$ cat src/rtl/aria_io_ctrl_if.sv
// Host-side bus of aria_io_ctrl: key-load, block-input and result handshakes.
// The host drives through the master modport and the controller uses the slave modport.
interface aria_io_ctrl_if;
    logic         cfg_valid;
    logic         cfg_ready;
    logic [1:0]   cfg_mode;
    logic [255:0] cfg_key;
    logic         din_valid;
    logic         din_ready;
    logic [127:0] din;
    logic         din_dec;
    logic         dout_valid;
    logic         dout_ready;
    logic [127:0] dout;

    modport master (
        output cfg_valid, cfg_mode, cfg_key, din_valid, din, din_dec, dout_ready,
        input  cfg_ready, din_ready, dout_valid, dout
    );

    modport slave (
        input  cfg_valid, cfg_mode, cfg_key, din_valid, din, din_dec, dout_ready,
        output cfg_ready, din_ready, dout_valid, dout
    );
endinterface

$ cat src/rtl/aria_io_ctrl.sv
// ARIA I/O controller: sequences key loading, block processing and result hand-off.
// Optional ARIA_IO_TIMEOUT_EN adds a watchdog on the key-schedule and block wait states.
module aria_io_ctrl (
    input  logic           clk,
    input  logic           rst,
    aria_io_ctrl_if.slave  host,
    output logic [1:0]     aria_mode,
    output logic [255:0]   key,
    output logic           run,
    input  logic           ks_done,
    output logic           blk_start,
    output logic [127:0]   blk_din,
    output logic           blk_dec,
    input  logic           blk_done,
    input  logic [127:0]   blk_dout,
    output logic           key_valid,
    output logic           busy,
    output logic           err
);

    typedef enum logic [2:0] {
        StNoKey, StKsRun, StKsWait, StReady, StBlkRun, StBlkWait, StOutHold
    } state_e;

    state_e state_q;

`ifdef ARIA_IO_TIMEOUT_EN
    logic [7:0] wd_q;
`endif

    // Key is left-aligned; bits beyond the selected key length are dropped.
    function automatic logic [255:0] mask_key(input logic [1:0] mode, input logic [255:0] k);
        logic [255:0] m;
        case (mode)
            2'b00:   m = {{128{1'b1}}, {128{1'b0}}};
            2'b01:   m = {{192{1'b1}}, {64{1'b0}}};
            default: m = {256{1'b1}};
        endcase
        return k & m;
    endfunction

    logic idle_state;
    assign idle_state     = (state_q == StNoKey) || (state_q == StReady);
    assign host.cfg_ready = idle_state;
    assign host.din_ready = (state_q == StReady) && !host.cfg_valid;
    assign busy           = !idle_state;

    always_ff @(posedge clk or posedge rst) begin
        if (rst) begin
            state_q         <= StNoKey;
            aria_mode       <= 2'b00;
            key             <= '0;
            run             <= 1'b0;
            blk_start       <= 1'b0;
            blk_din         <= '0;
            blk_dec         <= 1'b0;
            key_valid       <= 1'b0;
            err             <= 1'b0;
            host.dout       <= '0;
            host.dout_valid <= 1'b0;
`ifdef ARIA_IO_TIMEOUT_EN
            wd_q            <= '0;
`endif
        end else begin
            run       <= 1'b0;
            blk_start <= 1'b0;
            unique case (state_q)
                StNoKey, StReady: begin
                    if (host.cfg_valid) begin
                        if (host.cfg_mode == 2'b11) begin
                            // Illegal mode is consumed but leaves the key untouched.
                            err <= 1'b1;
                        end else begin
                            aria_mode <= host.cfg_mode;
                            key       <= mask_key(host.cfg_mode, host.cfg_key);
                            key_valid <= 1'b0;
                            err       <= 1'b0;
                            run       <= 1'b1;
                            state_q   <= StKsRun;
                        end
                    end else if (state_q == StReady && host.din_valid) begin
                        blk_din   <= host.din;
                        blk_dec   <= host.din_dec;
                        blk_start <= 1'b1;
                        state_q   <= StBlkRun;
                    end
                end
                StKsRun: begin
                    state_q <= StKsWait;
`ifdef ARIA_IO_TIMEOUT_EN
                    wd_q    <= '0;
`endif
                end
                StKsWait: begin
                    if (ks_done) begin
                        key_valid <= 1'b1;
                        state_q   <= StReady;
                    end
`ifdef ARIA_IO_TIMEOUT_EN
                    else if (wd_q == 8'd254) begin
                        err       <= 1'b1;
                        key_valid <= 1'b0;
                        state_q   <= StNoKey;
                    end else begin
                        wd_q <= wd_q + 8'd1;
                    end
`endif
                end
                StBlkRun: begin
                    state_q <= StBlkWait;
`ifdef ARIA_IO_TIMEOUT_EN
                    wd_q    <= '0;
`endif
                end
                StBlkWait: begin
                    if (blk_done) begin
                        host.dout       <= blk_dout;
                        host.dout_valid <= 1'b1;
                        state_q         <= StOutHold;
                    end
`ifdef ARIA_IO_TIMEOUT_EN
                    else if (wd_q == 8'd254) begin
                        err       <= 1'b1;
                        key_valid <= 1'b0;
                        state_q   <= StNoKey;
                    end else begin
                        wd_q <= wd_q + 8'd1;
                    end
`endif
                end
                StOutHold: begin
                    if (host.dout_ready) begin
                        host.dout_valid <= 1'b0;
                        state_q         <= StReady;
                    end
                end
                default: state_q <= StNoKey;
            endcase
        end
    end

endmodule

$ cat src/flat_wrapper.sv
// flat-port wrapper written by rule: the top's interface ports become plain ports
module aria_io_ctrl_flat 
  (clk, rst, aria_mode, key, run, ks_done, blk_start, blk_din, blk_dec, blk_done, blk_dout, key_valid, busy, err, host_cfg_valid, host_cfg_mode, host_cfg_key, host_din_valid, host_din, host_din_dec, host_dout_ready, host_cfg_ready, host_din_ready, host_dout_valid, host_dout);
  aria_io_ctrl_if host_i ();
  input  logic clk;
  input  logic rst;
  output logic [1:0] aria_mode;
  output logic [255:0] key;
  output logic run;
  input  logic ks_done;
  output logic blk_start;
  output logic [127:0] blk_din;
  output logic blk_dec;
  input  logic blk_done;
  input  logic [127:0] blk_dout;
  output logic key_valid;
  output logic busy;
  output logic err;
  input wire logic [$bits(host_i.cfg_valid)-1:0] host_cfg_valid;
  input wire logic [$bits(host_i.cfg_mode)-1:0] host_cfg_mode;
  input wire logic [$bits(host_i.cfg_key)-1:0] host_cfg_key;
  input wire logic [$bits(host_i.din_valid)-1:0] host_din_valid;
  input wire logic [$bits(host_i.din)-1:0] host_din;
  input wire logic [$bits(host_i.din_dec)-1:0] host_din_dec;
  input wire logic [$bits(host_i.dout_ready)-1:0] host_dout_ready;
  output wire logic [$bits(host_i.cfg_ready)-1:0] host_cfg_ready;
  output wire logic [$bits(host_i.din_ready)-1:0] host_din_ready;
  output wire logic [$bits(host_i.dout_valid)-1:0] host_dout_valid;
  output wire logic [$bits(host_i.dout)-1:0] host_dout;
  assign host_i.cfg_valid = host_cfg_valid;
  assign host_i.cfg_mode = host_cfg_mode;
  assign host_i.cfg_key = host_cfg_key;
  assign host_i.din_valid = host_din_valid;
  assign host_i.din = host_din;
  assign host_i.din_dec = host_din_dec;
  assign host_i.dout_ready = host_dout_ready;
  assign host_cfg_ready = host_i.cfg_ready;
  assign host_din_ready = host_i.din_ready;
  assign host_dout_valid = host_i.dout_valid;
  assign host_dout = host_i.dout;
  aria_io_ctrl u_core (.clk(clk), .rst(rst), .host(host_i), .aria_mode(aria_mode), .key(key), .run(run), .ks_done(ks_done), .blk_start(blk_start), .blk_din(blk_din), .blk_dec(blk_dec), .blk_done(blk_done), .blk_dout(blk_dout), .key_valid(key_valid), .busy(busy), .err(err));
endmodule
$ cat config.mk
export PLATFORM = sky130hd
export DESIGN_NAME = aria_io_ctrl_flat
export DESIGN_NICKNAME = d
export VERILOG_FILES = /design/src/rtl/aria_io_ctrl_if.sv /design/src/rtl/aria_io_ctrl.sv /design/src/flat_wrapper.sv
export SDC_FILE = /design/constraint.sdc
export NUM_CORES = 1
export LEC_CHECK = 0
export CAP_MARGIN = 20
export CORE_AREA = 2 2 405 407
export CTS_CLUSTER_SIZE = 16
export DETAILED_ROUTE_END_ITERATION = 8
export DIE_AREA = 0 0 407 409
export SLEW_MARGIN = 40
export SYNTH_ARGS = -nofsm -noshare
export SYNTH_HDL_FRONTEND = slang
export SYNTH_SLANG_ARGS = --single-unit
$ cat constraint.sdc
create_clock -name clk -period 22.6 [get_ports clk]
set_input_delay 4.52 -clock clk [delete_from_list [all_inputs] [get_ports clk]]
set_output_delay 4.52 -clock clk [all_outputs]
set_load 0.05 [all_outputs]
==> flow_summary.yaml <==
final_layout:
  layout_common_cells: "clkdlybuf4s50_1 (1033), dfrtp_1 (523), mux2_2 (172)"
  fin_cells: 4601
  drive_gt1_frac: 0.1737
  nFillCells: 17280
  final_core_util: 0.2184
  layout.nets: 2878
  final_area_mm2: 0.03539
  syn2layout_area_growth_pct: 77.20
  mostFrequentLayoutCell: "clkdlybuf4s50_1"
setup_path:
  critPathCaptureType: "output pin"
  path_depth: 4
  startpoint_type: "input pin"
  path_cells: "clkdlybuf4s50_1 -> nor2_1 -> and2_1 -> clkdlybuf4s50_1"
  critPathArrivalTime_ns: 6.34
  slowest_stage: "clkdlybuf4s50_1"
  required_ns: 18.08
  path_delay_family: "buffers and inverters"
  reg2reg_depth: 8
  crit_buf_inv: 2
  reg2reg_slack_ns: 19.56
  critical_path_class: "in -> out"
  crit_top_cell: "clkdlybuf4s50_1"
  crit_fanout: 7
  critical-path-max-stage-delay_ns: 0.82
place:
  dp_slack_ns: 11.77
  hpwlAfterDp_mm: 101.3
  place_area_mm2: 0.03285
  gp_congestion: 0.8982
  dpl.cell_count: 4450
  io_buffers: 1044
logic_synthesis:
  synthMuxAreaShare: 0.2351
  synth_fp_nets: 1819
  synthCells: 1292
  seq_area_frac_synth: 0.6553
  synth_edf_count: 0
  synthXorXnorAreaFrac: 0
  synth_warnings: 0
  synth_top_family_by_area: "multiplexers"
  synthAdderAreaFrac: 0.003132
  avgSynthCellArea_um2: 15.46
  synth_simple_gate_area_share: 0.02969
  synthArstFlopShare: 1.000
  synth_compound_area_frac: 0.04987
  ys_types: 32
  ys_ff_latch: 523
  synthFlopType: "dfrtp_1"
  synth_area_mm2: 0.01997
floorplan:
  dieArea_mm2: 0.1665
  core_mm2: 0.1620
  core.rowCount: 148
  initial_utilization: 0.1233
  die_height_um: 409
  die_w_um: 407
  io_pins: 1045
drt:
  finalWirelength_mm: 121.4
  dr_total_vias: 15570
  drc: 0
  drtPass1Iterations: 7
  drtAntennaViolNets: 0
  drtIter0Drc: 791
  post_drt_wl_per_cell_um: 26.39
  via_per_inst: 3.383
power_and_ir_drop:
  combPwrFrac: 0.553
  ir_drop_v: 0.00009531
  swShare: 0.4876
  power_switching_w: 0.003090
  power.share.clock: 0.188
  power.density_mw_per_mm2: 179.1
  internal-power_w: 0.003248
  p_leak_nw: 14.74
  p_seq_frac: 0.258
global_routing:
  grt_pass1_vias: 16060
  grt_use_total: 0.1417
  grt_max_degree: 174
  antenna_found_initial: 101
  gr-total-overflow: 0
  grt_pass1_wl_mm: 156.2
sta:
  slew_violations: 0
  fin_crit_sh: 0.4806
  final.min_clock_period_ns: 10.86
  fin_skew_ns: 0.03214
  worst_pin_slew_ns: 0.9012
  rsz0062_at_grt: "false"
  fmax_mhz: 92.06
  max-slew-margin-rel: 0.3992
  fin_tns_setup_ns: 0
  timing.final.ws_setup_ns: 11.74
  finalSetupViolations: 0
  hold_violations: 0
worst_hold_path:
  min_delay_path_depth: 2
  hp-class: "reg -> reg"
clock_network:
  clk_latency_ns: 0.68
  post_cts_resize_count: 0
  clock_sinks: 523
  hold_buffers: 0
  clk_path_buf_depth: 3
  cts_made_buffers: 72
  postCtsSetupBuffers: 0
  h-tree-depth: 3
  root_buffer: "clkbuf_16"
  clk_pin_slew_ns: 0.05
  cts_tree: "yes"
status:
  status: "finished, final reports clean"
job:
  maxCapViolations: 0
## power by group through the flow
stage | combinational [W] | clock [W] | sequential [W]
2_1_floorplan | 0.000598 | 0 | 0.00309
4_1_cts | 0.00359 | 0.00124 | 0.00164
5_1_grt | 0.00362 | 0.00127 | 0.00169
3_5_place_dp | 0.00358 | 0 | 0.00164
3_3_place_gp | 0.00357 | 0 | 0.00163
6_report | 0.00351 | 0.00119 | 0.00164
## routing by layer
| layer | vias to the layer above | global-route usage | routed length (µm) |
|---|---|---|---|
| met2 | 708 | 0.2366 | 58650 |
| met5 | - | 0 | 741 |
| li1 | 6686 | - | - |
| met1 | 7829 | 0.1600 | 46280 |
| met3 | 228 | 0.07042 | 12890 |
| met4 | 116 | 0.03423 | 2847 |
## synthesized netlist by cell type (7+ instances only)
master / count / share of area
inv_1: 7 / 0.0013
dfrtp_1: 523 / 0.66
buf_4: 13 / 0.0049
a22o_1: 65 / 0.029
mux2_4: 90 / 0.068
mux2_2: 172 / 0.097
mux2_1: 125 / 0.070
buf_2: 31 / 0.0078
nand2_1: 132 / 0.025
buf_6: 17 / 0.0096
o21ai_0: 66 / 0.017
clkbuf_1: 18 / 0.0034
## kinds of logic after synthesis
| kind of cell | after synthesis |
|---|---|
| and+or+nand+nor | 147 |
| adders and majority gates | 5 |
| DFF | 523 |
| AOI/OAI and AO/OA | 144 |
| buffers and inverters | 86 |
| muxes | 387 |
## worst reg2reg max path, stage by stage (launching register included)
cell and delay (ns):
dfrtp_1 0.40, inv_1 0.10, ha_1 0.27, o21ba_4 0.27, nand3_4 0.09, buf_12 0.22
buf_4 0.55, buf_4 0.64, mux2_1 0.41
## area by class of cell
type	instances	area, µm²	share of cell area
well taps	2175	2721	0.07689
flip-flops and latches	523	13090	0.3698
repair buffers	1064	10690	0.3019
clock inverters	38	470.5	0.01329
inverters	7	38.79	0.001096
diodes	20	50.05	0.001414
clock buffers	91	1964	0.05550
multi-input cells	683	6374	0.1801
## path summary, 6_finish.rpt
check / startpoint / to
hold reg to reg: u_core.key[101] / u_core.key[101]
max in group asynchronous: rst / u_core.blk_din[69]
hold / removal: u_core.key[101] / u_core.key[101]
setup / recovery: host_cfg_valid / host_din_ready
min in group asynchronous: rst / u_core.host.dout[6]
setup reg to reg: u_core.state_q[0] / u_core.key[171]
## through the flow
stage | hold WS [ns] | power, W
2_1_floorplan | 0.5376 | 0.003691
5_1_grt | 0.5006 | 0.006581
4_1_cts | 0.4838 | 0.006468
3_5_place_dp | 0.4718 | 0.005220
6_report | 0.4803 | 0.006338
3_3_place_gp | 0.4673 | 0.005200
## flip-flops by register name, summed over array words and instances (netlist names)
register / cells
u_core.aria_mode: 2
u_core.blk_dec: 1
u_core.blk_din: 128
u_core.blk_start: 1
u_core.err: 1
u_core.host.dout: 128
u_core.host.dout_valid: 1
u_core.key: 256
u_core.key_valid: 1
u_core.run: 1
u_core.state_q: 3
No activity file was read; power rests on OpenSTA's default activity.
